File: config.mk
export PLATFORM = sky130hd
export DESIGN_NAME = scan_chain_ctrl
export DESIGN_NICKNAME = d
export VERILOG_FILES = /design/src/rtl/scan_pkg.sv /design/src/rtl/scan_len_counter.sv /design/src/rtl/scan_chain_ctrl.sv
export SDC_FILE = /design/constraint.sdc
export NUM_CORES = 1
export LEC_CHECK = 0
export ABC_AREA = 0
export BUFFER_PORTS_ARGS = -buffer_cell sky130_fd_sc_hd__buf_2
export CAP_MARGIN = 40
export CORE_MARGIN = 3
export CORE_UTILIZATION = 40
export DETAILED_ROUTE_END_ITERATION = 8
export GPL_ROUTABILITY_DRIVEN = 0
export GPL_TIMING_DRIVEN = 0
export PLACE_DENSITY = 0.72
export SYNTH_ARGS = -nofsm -noshare
export SYNTH_HDL_FRONTEND = slang
export SYNTH_SLANG_ARGS = --single-unit
File: constraint.sdc
create_clock -name clock -period 1.8 [get_ports clock]
set_clock_uncertainty 0.2 [all_clocks]
set_input_delay 0.36 -clock clock [delete_from_list [all_inputs] [get_ports clock]]
set_output_delay 0.36 -clock clock [all_outputs]
set_load 0.02 [all_outputs]
File: src/rtl/scan_pkg.sv
`default_nettype none
// ============================================================================
// Module      : scan_pkg
// Description : Shared definitions for the flip-flop scan chain controller:
//               chain geometry helpers, fixed bit positions and FSM states.
//               Chain layout (bit 0 leaves the chain first):
//                 [0]                 soft-reset bit
//                 [W:1]               writable configuration field
//                 [L-1:W+1]           read-only status field
// Revision    : 1.0 - initial release
// ============================================================================
package scan_pkg;

    // Fixed positions at the serial-out end of the chain
    localparam int SOFT_RST_BIT = 0;
    localparam int WR_LSB       = 1;

    typedef enum logic [1:0] {
        IDLE   = 2'd0,
        SHIFT  = 2'd1,
        COMMIT = 2'd2
    } scan_state_e;

    // Total chain length: soft-reset bit + write field + read field
    function automatic int scan_len(input int w, input int r);
        return 1 + w + r;
    endfunction

    // First bit of the read-only field for a write field of width w
    function automatic int rd_lsb(input int w);
        return w + 1;
    endfunction

endpackage
`default_nettype wire

File: src/rtl/scan_len_counter.sv
`default_nettype none
// ============================================================================
// Module      : scan_len_counter
// Description : Saturating shift counter for a scan chain. Counts up to
//               LEN+1 and holds there, so any overshift stays distinguishable
//               from an exact-length shift.
// Ports       : clk      - clock
//               rst      - synchronous active-high reset (count -> 0)
//               i_clr    - clear count to 0 (wins over i_inc)
//               i_inc    - increment (saturates at LEN+1)
//               o_eq_len - count equals LEN exactly
// Revision    : 1.0 - initial release
// ============================================================================
module scan_len_counter #(
    parameter int CW  = 5,
    parameter int LEN = 17
) (
    input  logic clk,
    input  logic rst,
    input  logic i_clr,
    input  logic i_inc,
    output logic o_eq_len
);

    localparam logic [CW-1:0] c_len = CW'(LEN);
    localparam logic [CW-1:0] c_sat = CW'(LEN + 1);

    logic [CW-1:0] r_cnt;

    always_ff @(posedge clk) begin
        if (rst) begin
            r_cnt <= '0;
        end else if (i_clr) begin
            r_cnt <= '0;
        end else if (i_inc && (r_cnt != c_sat)) begin
            r_cnt <= r_cnt + CW'(1);
        end
    end

    assign o_eq_len = (r_cnt == c_len);

endmodule
`default_nettype wire

File: src/rtl/scan_chain_ctrl.sv
`default_nettype none
// ============================================================================
// Module      : scan_chain_ctrl
// Description : Single-clock flip-flop scan chain for configuration write and
//               status readback, with length-checked commits.
// Ports       : clock            - system clock, rising edge
//               reset            - synchronous active-high reset
//               scan_shift       - shift chain one bit toward bit 0
//               scan_data_in     - serial in, enters at chain MSB
//               scan_data_out    - serial out, chain bit 0 (registered)
//               scan_capture     - parallel load {chip_in, chip_out, soft}
//               scan_update      - request commit of the write field
//               chip_in          - status bits to capture
//               chip_out         - committed configuration
//               chip_soft_reset  - committed soft-reset bit
//               scan_busy        - high while in COMMIT
//               scan_update_done - one-cycle pulse after a successful commit
//               scan_len_err     - sticky wrong-shift-count flag
// Revision    : 1.0 - initial release
// ============================================================================
module scan_chain_ctrl
    import scan_pkg::*;
#(
    parameter int                 W_WIDTH   = 32,
    parameter int                 R_WIDTH   = 32,
    parameter logic [W_WIDTH-1:0] RESET_VAL = {W_WIDTH{1'b0}}
) (
    input  logic               clock,
    input  logic               reset,
    input  logic               scan_shift,
    input  logic               scan_data_in,
    output logic               scan_data_out,
    input  logic               scan_capture,
    input  logic               scan_update,
    input  logic [R_WIDTH-1:0] chip_in,
    output logic [W_WIDTH-1:0] chip_out,
    output logic               chip_soft_reset,
    output logic               scan_busy,
    output logic               scan_update_done,
    output logic               scan_len_err
);

    localparam int L        = scan_len(W_WIDTH, R_WIDTH);
    localparam int CW       = $clog2(L + 2);
    localparam int c_rd_lsb = rd_lsb(W_WIDTH);
    localparam int c_wr_msb = c_rd_lsb - 1;

    scan_state_e        r_state;
    scan_state_e        w_state_next;
    logic [L-1:0]       r_chain;
    logic [W_WIDTH-1:0] r_chip_out;
    logic               r_soft_reset;
    logic               r_done;
    logic               r_len_err;

    logic w_eq_len;
    logic w_cnt_clr;
    logic w_cnt_inc;
    logic w_do_shift;
    logic w_do_capture;
    logic w_do_commit;
    logic w_set_err;

    scan_len_counter #(
        .CW  (CW),
        .LEN (L)
    ) u_len_counter (
        .clk      (clock),
        .rst      (reset),
        .i_clr    (w_cnt_clr),
        .i_inc    (w_cnt_inc),
        .o_eq_len (w_eq_len)
    );

    always_ff @(posedge clock) begin
        if (reset) begin
            r_state <= IDLE;
        end else begin
            r_state <= w_state_next;
        end
    end

    // Strobe priority is capture > update > shift. COMMIT ignores every
    // strobe so the committed value always matches the checked chain.
    always_comb begin
        w_state_next = r_state;
        w_cnt_clr    = 1'b0;
        w_cnt_inc    = 1'b0;
        w_do_shift   = 1'b0;
        w_do_capture = 1'b0;
        w_do_commit  = 1'b0;
        w_set_err    = 1'b0;
        case (r_state)
            IDLE, SHIFT: begin
                if (scan_capture) begin
                    w_do_capture = 1'b1;
                    w_cnt_clr    = 1'b1;
                    w_state_next = IDLE;
                end else if (scan_update) begin
                    // Only an exact-length shift sequence may commit; IDLE
                    // always has a zero count, so it always errors here.
                    if ((r_state == SHIFT) && w_eq_len) begin
                        w_state_next = COMMIT;
                    end else begin
                        w_set_err    = 1'b1;
                        w_cnt_clr    = 1'b1;
                        w_state_next = IDLE;
                    end
                end else if (scan_shift) begin
                    w_do_shift   = 1'b1;
                    w_cnt_inc    = 1'b1;
                    w_state_next = SHIFT;
                end
            end
            COMMIT: begin
                w_do_commit  = 1'b1;
                w_cnt_clr    = 1'b1;
                w_state_next = IDLE;
            end
            default: begin
                w_cnt_clr    = 1'b1;
                w_state_next = IDLE;
            end
        endcase
    end

    always_ff @(posedge clock) begin
        if (reset) begin
            r_chain      <= '0;
            r_chip_out   <= RESET_VAL;
            r_soft_reset <= 1'b0;
            r_done       <= 1'b0;
            r_len_err    <= 1'b0;
        end else begin
            r_done <= w_do_commit;

            if (w_do_capture) begin
                r_chain[L-1:c_rd_lsb]     <= chip_in;
                r_chain[c_wr_msb:WR_LSB]  <= r_chip_out;
                r_chain[SOFT_RST_BIT]     <= r_soft_reset;
            end else if (w_do_shift) begin
                r_chain <= {scan_data_in, r_chain[L-1:1]};
            end

            // A committed soft-reset bit forces the configuration back to
            // its reset value instead of loading the write field.
            if (w_do_commit) begin
                r_soft_reset <= r_chain[SOFT_RST_BIT];
                r_chip_out   <= r_chain[SOFT_RST_BIT] ? RESET_VAL
                                                      : r_chain[c_wr_msb:WR_LSB];
                r_len_err    <= 1'b0;
            end else if (w_set_err) begin
                r_len_err    <= 1'b1;
            end
        end
    end

    assign scan_data_out    = r_chain[SOFT_RST_BIT];
    assign chip_out         = r_chip_out;
    assign chip_soft_reset  = r_soft_reset;
    assign scan_busy        = (r_state == COMMIT);
    assign scan_update_done = r_done;
    assign scan_len_err     = r_len_err;

endmodule
`default_nettype wire

**After elaboration in Yosys (flattened, before gate mapping)**

Cells that the tools add are included.

- Add/subtract/negate cells: 1
- $mul: 0
- Divide/modulo/power cells: 0
- Magnitude comparators: 0
- Equal/unequal tests: 4
- Shift operators: 0
- Multiplexer cells: 19
- Bitwise operators: 1
- Reductions and logical operators: 9

Operators by type and width:

| cell | number |
|---|---|
| $mux W65 | 2 |
| $mux W32 | 1 |
| $mux W1 | 13 |
| $add A7 B1 Y7 const B | 1 |
| $eq A7 B7 Y1 const B | 1 |
| $ne A7 B7 Y1 const B | 1 |
| $mux W2 | 3 |
| $reduce_or A2 Y1 | 3 |
| $reduce_bool A2 Y1 | 2 |
| $reduce_or A3 Y1 | 1 |
| $eq A2 B1 Y1 const B | 1 |
| $eq A2 B2 Y1 const B | 1 |
| $logic_and A1 B1 Y1 | 2 |
| $logic_not A2 Y1 | 1 |
| $not A1 Y1 | 1 |

- Register bits: 109
- Latch bits: 0
- RAM bits: 0
- ROM bits: 0
- Input port bits: 38
- Memories kept: 0

**Logic depth before layout (Yosys ltp)**

Gate-level depths: netlist of the first run.

- Depth in word-level cells: 7
- Depth in mapped cells: 6
- Depth with buffers taken out: 5

**Cells and area by module**

A second synthesis of the first run with hierarchy kept.

- Cells, all modules: 440
- Area, all modules: 4548.1 sq um

Modules (own cells, without submodules):

| module | instances | cells each | area an instance (sq um) | seq. area each (sq um) |
|---|---|---|---|---|
| scan_chain_ctrl | 1 | 398 | 4172.8 | 2042.0 |
| scan_len_counter | 1 | 42 | 375.4 | 140.1 |

**Worst setup path before layout of the first run**

No wires, ideal clock.

- Path kind: input port to flip-flop
- Start point: input scan_update
- End point: register u_len_counter.r_cnt[2]
- Data arrival time: 1.546 ns
- Required time: 1.479 ns
- Setup slack: -0.067 ns
- Stages: 6
- Path buffers: 2
- Cell sequence: or4b_1 > clkbuf_1 > buf_6 > a311oi_2 > xnor2_1 > nor2_1

- Word-level cells in the longest chain between the ends: 4

RTL lines:

| item | RTL line | source |
|---|---|---|
| start: declaration | scan_chain_ctrl.sv:34 | `input logic scan_update,` |
| $mux W1 | scan_chain_ctrl.sv:99 | `end else if (scan_update) begin` |
| $mux W1 | scan_chain_ctrl.sv:95 | `if (scan_capture) begin` |
| $mux W1 | scan_chain_ctrl.sv:93 | `case (r_state)` |
| $reduce_or A2 Y1 (no line) / $logic_and A1 B1 Y1 (equally long branches) | - |  |
| end signal: assignment | scan_len_counter.sv:36 | `r_cnt <= r_cnt + CW'(1);` |
| end: declaration | scan_len_counter.sv:28 | `logic [CW-1:0] r_cnt;` |

Parallel ways exist; a longest one is shown, timed or not.
A chain may end at the register's enable or synchronous reset.

**Worst setup path in the final report of the first run**

- Start point: register u_len_counter.r_cnt[2]
- End point: register u_len_counter.r_cnt[2]

- Word-level cells in the longest chain between the ends: 7

RTL lines:

| item | RTL line | source |
|---|---|---|
| $eq A7 B7 Y1 | scan_len_counter.sv:40 | `assign o_eq_len = (r_cnt == c_len);` |
| $logic_and A1 B1 Y1 | scan_chain_ctrl.sv:102 | `if ((r_state == SHIFT) && w_eq_len) begin` |
| $mux W1 | scan_chain_ctrl.sv:102 |  |
| $mux W1 | scan_chain_ctrl.sv:99 |  |
| $mux W1 | scan_chain_ctrl.sv:95 |  |
| $mux W1 | scan_chain_ctrl.sv:93 |  |
| $reduce_or A2 Y1 (no line) | - |  |

Parallel ways exist; a longest one is shown, timed or not.

==> impl_results.md, run 1 <==
- Slew @ Worst Pin: 0.527 ns
- Portion of the post-synthesis area used by sequential elements: 51.1%
- Clock tree from TritonCTS: done
- Count of flip-flops with a built-in enable after synthesis: 0
- Post-synthesis cell type with the largest combined area: sky130_fd_sc_hd__dfxtp_1
- Clock edge transition at the registers on the reported setup and hold paths: 0.11 ns
- Cell Chain, Critical Path: nor3b_4, nand4_1, a2111o_1, buf_6, nor2_2
- Standard cell core area: 10,400 um^2
- Height of the die: 109 um
- Fillcell total: 988
- Post-DR wirelength/cell: 14.6 um
- Final Routed Wirelength: 10,600 um
- Total of max-cap violations: 0
- Root Buffer Master: sky130_fd_sc_hd__clkbuf_8
- Number of max-slew violations in the final report: 0
- Setup tns final: -0.167 ns
- Synthesis-to-layout area growth: 23.4%
- Number of nets at the end of the flow: 626
- Pin count of the biggest net entering global routing: 22
- First DRT Iteration DRCs: 213
- Aggregate global-route resource usage: between 10% and 20%
- Setup violations, final: 8
- Fmax: 545 MHz
- Final Instance Count excl. Fillers: 726
- Violations in the final reports: negative setup slack
- Length in cells of the worst reg-to-reg path: 5
- Final antenna diode count: 0
- PD cells: 858 nW/um^2
- Clock latency on the worst-skew pair: about 0.37 ns
- Initial antenna violation count: 0
- Die footprint: 12,000 um^2
- Relative contribution of combinational cells to total power: between 10% and 20%
- Aggregate global routing overflow: 0
- Commonest register cell after synthesis: sky130_fd_sc_hd__dfxtp_1
- Estimated wirelength of the detail-placed design: 7190 um
- Slowest cell delay on critical path: 0.49 ns
- Required @ worst endpoint: ~1.9 ns
- Most common cell in the netlist: sky130_fd_sc_hd__nand2_1
- Switching power: 1270 uW
- Portion of total power attributed to the clock network: about 33%
- Instance count after placement with tap cells included: between 700 and 800
- Netlist Area Pre-Place: 4270 um^2
- Unrepaired setup endpoints after global routing: yes
- Fraction of post-synthesis cell area in the top cell type by area: approximately half
- Cell-internal power: 3250 uW
- Top post-synthesis cells by area: sky130_fd_sc_hd__dfxtp_1, sky130_fd_sc_hd__a311oi_1, sky130_fd_sc_hd__nand2_1, sky130_fd_sc_hd__nor2_1, sky130_fd_sc_hd__a22o_1
- Post-placement worst setup slack: -0.611 ns
- Sequential share of power: 57.3%
- Post-synthesis net count: 536
- Kind of end point of the critical path: register
- Die W: 109 um
- Via count of the first global-routing pass: between 3,000 and 4,000
- Number of cells on the worst hold path: 3
- Min cycle time layout: 1.83 ns
- Worst VDD drop: 0.000366 V
- Path category of the worst min-delay check: in2reg
- Initial Utilization: 41.2%
- Total iterations of the first detailed-routing run: 4
- Crit-path max FO: 7
- Post-synthesis sequential element count: 109
- Footprint of the multi-input gates: ~2000 um^2
- Share of the clock period used by the worst path after layout: 102%
- Startpoint type of the worst setup path: register
- Final Hold Vio Count: 0
- Final setup margin: -0.0334 ns
- Slew headroom: 64.9%
- Slowest-stage cell, CP: sky130_fd_sc_hd__a2111o_1
- Max Buffers Root-to-Sink: 2
- Net switching fraction of the power: 28.2%
- Class of the most critical setup path: reg2reg
- Antenna viol nets, final: 0
- Top cells by instance count after synthesis: sky130_fd_sc_hd__nand2_1, sky130_fd_sc_hd__dfxtp_1, sky130_fd_sc_hd__nor2_1, sky130_fd_sc_hd__a311oi_1, sky130_fd_sc_hd__clkbuf_1
- Data arrival time of the critical path: 1.95 ns
- Warning count from the yosys run: 0
- Fraction of final layout cells with drive strength greater than 1: about a quarter
- Sequential cell area: 2190 um^2
- First-pass GRT wire length: 16,900 um
- Mean instance size in the synthesized netlist: 8.63 um^2
- Post-route DRC: 0
- Cts hold-fix bufs: 0
- Num ports: 75
- Count of mapped cells out of synthesis: 495
- Static Leak: 0.00210 uW
- Synth cell types: 26
- Vias after detailed routing: 3,886
- CTS buffer count: 9
- Number of I/O port buffers: 73
- Site Rows: 37
- CTS H-Tree Depth: 3
- Share of synthesized registers carrying an async set or reset: 0%
- Outcome: complete, but fails checks
- CTS sink cnt: 109
- Average via count per standard cell: 5.35
-- per-stage QoR --
step,hold slack (ns),util [%],total power [uW],area [um^2]
global route,0.0402,50.8,4700,5270
global placement,0.263,46.5,3040,4820
finish,0.0613,50.8,4520,5270
CTS,0.0324,49.7,4540,5150
detailed placement,0.271,46.5,3060,4820
floorplan,0.237,-,2900,4280
-- power groups by stage --
stage / registers, uW / clock network, uW / logic [uW]
2_1_floorplan: 2640 / 0 / 268
3_3_place_gp: 2640 / 0 / 398
3_5_place_dp: 2640 / 0 / 411
4_1_cts: 2590 / 1520 / 437
5_1_grt: 2600 / 1590 / 502
6_report: 2590 / 1480 / 451
-- cell usage in the layout, fill, tap and decap left out, drive strengths merged --
master and n:
nand2 133, dfxtp 109, buf 84, nor2 78
a311oi 66, clkbuf 46, a22o 32, inv 7
nand4 4, xor2 4, clkinv 4, ha 3
and3 2, a21oi 2, nand2b 2, nor4b 2
nor3 2, xnor2 2, a31oi 2, or4b 1
nor3b 1, a2111o 1, a211oi 1, clkinvlp 1
bufbuf 1
-- cell type report --
| type | count | area share [%] |
|---|---|---|
| clock inverters | 7 | 1.52 |
| inverters | 5 | 0.356 |
| multi-input cells | 338 | 37.8 |
| plain buffers | 41 | 4.51 |
| clock buffers | 9 | 2.35 |
| flip-flops and latches | 109 | 41.6 |
| repair buffers | 81 | 8.66 |
| well taps | 136 | 3.23 |
-- state kept, by name (all words and copies together) (netlist names) --
name	cells
u_len_counter.r_cnt	7
r_state	2
scan_update_done	1
scan_len_err	1
chip_out	32
chip_soft_reset	1
r_chain	65
-- logic make-up after synthesis --
kind of cell / after synthesis / share of synthesized area [%]
and+or+nand+nor: 225 / 21.0
adders and majority gates: 3 / 0.879
AOI/OAI and AO/OA: 104 / 21.3
xor gates and xnor gates: 6 / 1.23
buffers and inverters: 48 / 4.45
DFF: 109 / 51.1
-- routing by layer --
metal,share of wire (%),GRT usage (%),vias up
met5,0,0,-
met4,1.1,5.70,0
met3,6.3,4.46,13
met2,45,27.3,106
met1,48,24.3,1833
li1,-,-,1934
-- critical path, delay by kind of cell (launching register included) --
family,cells,cell delay [ns]
AND/OR/NAND/NOR,3,0.55
AO/OA/AOI/OAI,1,0.49
flip-flops,1,0.37
buffers and inverters,1,0.17
-- repair_timing --
item,in CTS,in global routing
resized for setup,35,42
setup buffers,3,4
cloned,1,0
endpoints found under the setup margin,104,95
pin swaps,5,13
-- final timing paths --
path / to / slack [ns] / start
setup / recovery: u_len_counter.r_cnt[2]$_SDFFE_PP0P_ / -0.03 / u_len_counter.r_cnt[2]$_SDFFE_PP0P_
setup reg to reg: u_len_counter.r_cnt[2]$_SDFFE_PP0P_ / -0.03 / u_len_counter.r_cnt[2]$_SDFFE_PP0P_
hold reg to reg: r_chain[36]$_SDFFE_PP0P_ / 0.28 / r_chain[37]$_SDFFE_PP0P_
hold / removal: r_chain[64]$_SDFFE_PP0P_ / 0.06 / scan_data_in
Note: power is estimated with default switching activity, not from simulation.
==> inputs of run 2 (changes only) <==
--- a/config.mk
+++ b/config.mk
@@ -13,7 +13,7 @@
 export DETAILED_ROUTE_END_ITERATION = 8
 export GPL_ROUTABILITY_DRIVEN = 0
 export GPL_TIMING_DRIVEN = 0
-export PLACE_DENSITY = 0.72
+export PLACE_DENSITY = 0.69
 export SYNTH_ARGS = -nofsm -noshare
 export SYNTH_HDL_FRONTEND = slang
 export SYNTH_SLANG_ARGS = --single-unit
==> constraint.sdc (replaced) <==
create_clock -name clock -period 1.7 [get_ports clock]
set_clock_uncertainty 0.2 [all_clocks]
set_input_delay 0.34 -clock clock [delete_from_list [all_inputs] [get_ports clock]]
set_output_delay 0.34 -clock clock [all_outputs]
set_load 0.02 [all_outputs]
==> run 2 against run 1 <==
Effect of this change:
- the flow still finishes with violations (negative setup slack)
- sequential power up 6%
- largest power group unchanged
- total power grew 6.5%
- global-route usage is 0.64 points higher
- fmax is 2.7% higher
- setup slack got worse by 0.052 ns
- final cell count is 0.96% higher
- worst hold slack worse by 0.015 ns
- cell area rose by 3.5%
- flip-flop and latch count did not move
- routed wire length rose by 1.9%
- clock power grew 5%
- core utilization grew 1.8 points
- critical endpoint unchanged
==> impl_results.md, run 2 (synthesized netlist as in run 1, its figures left out) <==
- Outcome: complete, but fails checks (unchanged)
- Violations in the final reports: negative setup slack (unchanged)
- Fmax: 560 MHz (was 545 MHz)
- Synthesis-to-layout area growth: 27.7% (was 23.4%)
- Aggregate global routing overflow: 0 (unchanged)
- CTS H-Tree Depth: 3 (unchanged)
- Portion of total power attributed to the clock network: 32.3% (was 32.7%)
- Die footprint: 12,000 um^2 (unchanged)
- Site Rows: 37 (unchanged)
- Die W: 109 um (unchanged)
- Clock tree from TritonCTS: done (unchanged)
- Sequential share of power: 56.9% (was 57.3%)
- Most common library cell in the layout ignoring fill and taps: sky130_fd_sc_hd__nand2_1 (unchanged)
- Cell-internal power: 3570 uW (was 3250 uW)
- Unrepaired setup endpoints after global routing: yes (unchanged)
- Pin count of the biggest net entering global routing: 20 (was 22)
- Class of the most critical setup path: reg2reg (unchanged)
- WL met2: 4940 um (was 4730 um)
- Fillcell total: 1,008 (was 988)
- Slew @ Worst Pin: 0.549 ns (was 0.527 ns)
- Instance count after placement with tap cells included: 704 (unchanged)
- Min cycle time layout: 1.79 ns (was 1.83 ns)
- Via count of the first global-routing pass: 3,663 (was 3,525)
- Num ports: 75 (unchanged)
- Final setup margin: -0.0855 ns (was -0.0334 ns)
- Start point of the critical path: u_len_counter.r_cnt[2]$_SDFFE_PP0P_ (unchanged)
- Length in cells of the worst reg-to-reg path: 5 (unchanged)
- Path category of the worst min-delay check: in2reg (unchanged)
- Number of max-slew violations in the final report: 0 (unchanged)
- Share of the clock period used by the worst path after layout: 105% (was 102%)
- Startpoint of the most critical register-to-register path: u_len_counter.r_cnt[2]$_SDFFE_PP0P_ (unchanged)
- Highest metal layer with signal wires: met4 (unchanged)
- Aggregate global-route resource usage: 18.3% (was 17.7%)
- Fraction of final layout cells with drive strength greater than 1: 28.8% (was 24.7%)
- Routed wire length on met3: 619 um (was 662 um)
- Total of max-cap violations: 0 (unchanged)
- First-pass GRT wire length: 17,700 um (was 16,900 um)
- First DRT Iteration DRCs: 277 (was 213)
- Register with the highest flop count: r_chain (unchanged)
- CTS buffer count: 9 (unchanged)
- End-of-flow core utilization: 52.6% (was 50.8%)
- Relative contribution of combinational cells to total power: 10.8% (was 10.0%)
- Final Instance Count excl. Fillers: 733 (was 726)
- Wire length on met1: 5090 um (was 5070 um)
- Required @ worst endpoint: 1.80 ns (was 1.92 ns)
- Vias after detailed routing: 3,926 (was 3,886)
- Final Routed Wirelength: 10,800 um (was 10,600 um)
- Static Leak: 0.00218 uW (was 0.00210 uW)
- Max FFs per register: 65 (unchanged)
- Final antenna diode count: 0 (unchanged)
- Total placed instance area: 4830 um^2 (was 4820 um^2)
- Number of cells on the worst hold path: 3 (unchanged)
- Worst VDD drop: 0.000499 V (was 0.000366 V)
- Estimated wirelength of the detail-placed design: 7140 um (was 7190 um)
- Kind of end point of the critical path: register (unchanged)
- Post-route DRC: 0 (unchanged)
- Setup violations, final: 17 (was 8)
- Post-DR wirelength/cell: 14.7 um (was 14.6 um)
- Cts hold-fix bufs: 0 (unchanged)
- CTS sink cnt: 109 (unchanged)
- Non-Filler Cell Area, Final: 5460 um^2 (was 5270 um^2)
- Initial antenna violation count: 0 (unchanged)
- Standard cell core area: 10,400 um^2 (unchanged)
- PD cells: 882 nW/um^2 (was 858 nW/um^2)
- Final Hold Vio Count: 0 (unchanged)
- Commonest cells after routing, fill and taps aside: sky130_fd_sc_hd__nand2_1, sky130_fd_sc_hd__dfxtp_1, sky130_fd_sc_hd__buf_2 (unchanged)
- Max Buffers Root-to-Sink: 2 (unchanged)
- Crit-path max FO: 5 (was 7)
- Initial Utilization: 41.2% (unchanged)
- Height of the die: 109 um (unchanged)
- Source of the worst hold timing path: scan_data_in (unchanged)
- Slew headroom: 63.4% (was 64.9%)
- Clock edge transition at the registers on the reported setup and hold paths: 0.10 ns (was 0.11 ns)
- Number of nets at the end of the flow: 633 (was 626)
- Data arrival time of the critical path: 1.88 ns (was 1.95 ns)
- Antenna viol nets, final: 0 (unchanged)
- Average via count per standard cell: 5.36 (was 5.35)
- Switching power: 1250 uW (was 1270 uW)
- Net switching fraction of the power: 25.9% (was 28.2%)
- Root Buffer Master: sky130_fd_sc_hd__clkbuf_8 (unchanged)
- Startpoint type of the worst setup path: register (unchanged)
- Total iterations of the first detailed-routing run: 4 (unchanged)
- Number of I/O port buffers: 73 (unchanged)
- Clock latency on the worst-skew pair: 0.37 ns (about the same)
[run 2: critical path, cell delays in order (launching register included)]
cell	delay, ns
sky130_fd_sc_hd__dfxtp_4	0.37
sky130_fd_sc_hd__nor3b_4	0.21
sky130_fd_sc_hd__nand4_1	0.16
sky130_fd_sc_hd__a2111o_1	0.52
sky130_fd_sc_hd__buf_6	0.17
sky130_fd_sc_hd__nor2_1	0.08
[run 2: layout make-up]
type                            count  area [um^2]  area share (%)
Sequential cell                   109         2200            40.3
Multi-Input combinational cell    338         2070            37.9
Timing Repair Buffer               88          510            9.36
Buffer                             41          304            5.57
Tap cell                          136          170            3.12
Clock buffer                       11          131            2.41
Clock inverter                      5         58.8            1.08
Inverter                            5         18.8           0.344
[run 2: metal layers]
layer	GRT usage [%]	vias up
met5	0	-
met4	4.54	0
met3	5.11	10
met2	28.6	96
met1	25.2	1873
li1	-	1947
[run 2: timing repair]
action	in CTS	in global routing
endpoints found under the setup margin	104	76
cloned	3	0
resized for setup	58	54
pin swaps	16	4
setup buffers	7	5
[run 2: power groups by stage]
| stage | clock network (uW) | registers, uW | logic, uW |
|---|---|---|---|
| after floorplan | 0 | 2790 | 285 |
| after global placement | 0 | 2790 | 426 |
| after detailed placement | 0 | 2800 | 438 |
| after CTS | 1590 | 2740 | 483 |
| after global routing | 1690 | 2750 | 577 |
| final | 1550 | 2740 | 521 |
[run 2: path summary, 6_finish.rpt]
kind	end	slack (ns)
worst min-delay path	r_chain[64]$_SDFFE_PP0P_	0.05
worst min register to register	r_chain[33]$_SDFFE_PP0P_	0.27
worst max-delay path	u_len_counter.r_cnt[2]$_SDFFE_PP0P_	-0.09
worst max register to register	u_len_counter.r_cnt[2]$_SDFFE_PP0P_	-0.09
[run 2: through the flow]
stage | setup slack (ns) | hold WS (ns) | power (uW) | TNS, ns
global route | -0.136 | 0.0349 | 5030 | -2.29
CTS | -0.0899 | 0.0318 | 4810 | -0.622
floorplan | -0.0932 | 0.217 | 3080 | -1.64
global placement | -0.621 | 0.259 | 3220 | -43.21
detailed placement | -0.683 | 0.270 | 3240 | -45.03
finish | -0.0855 | 0.0463 | 4810 | -0.552
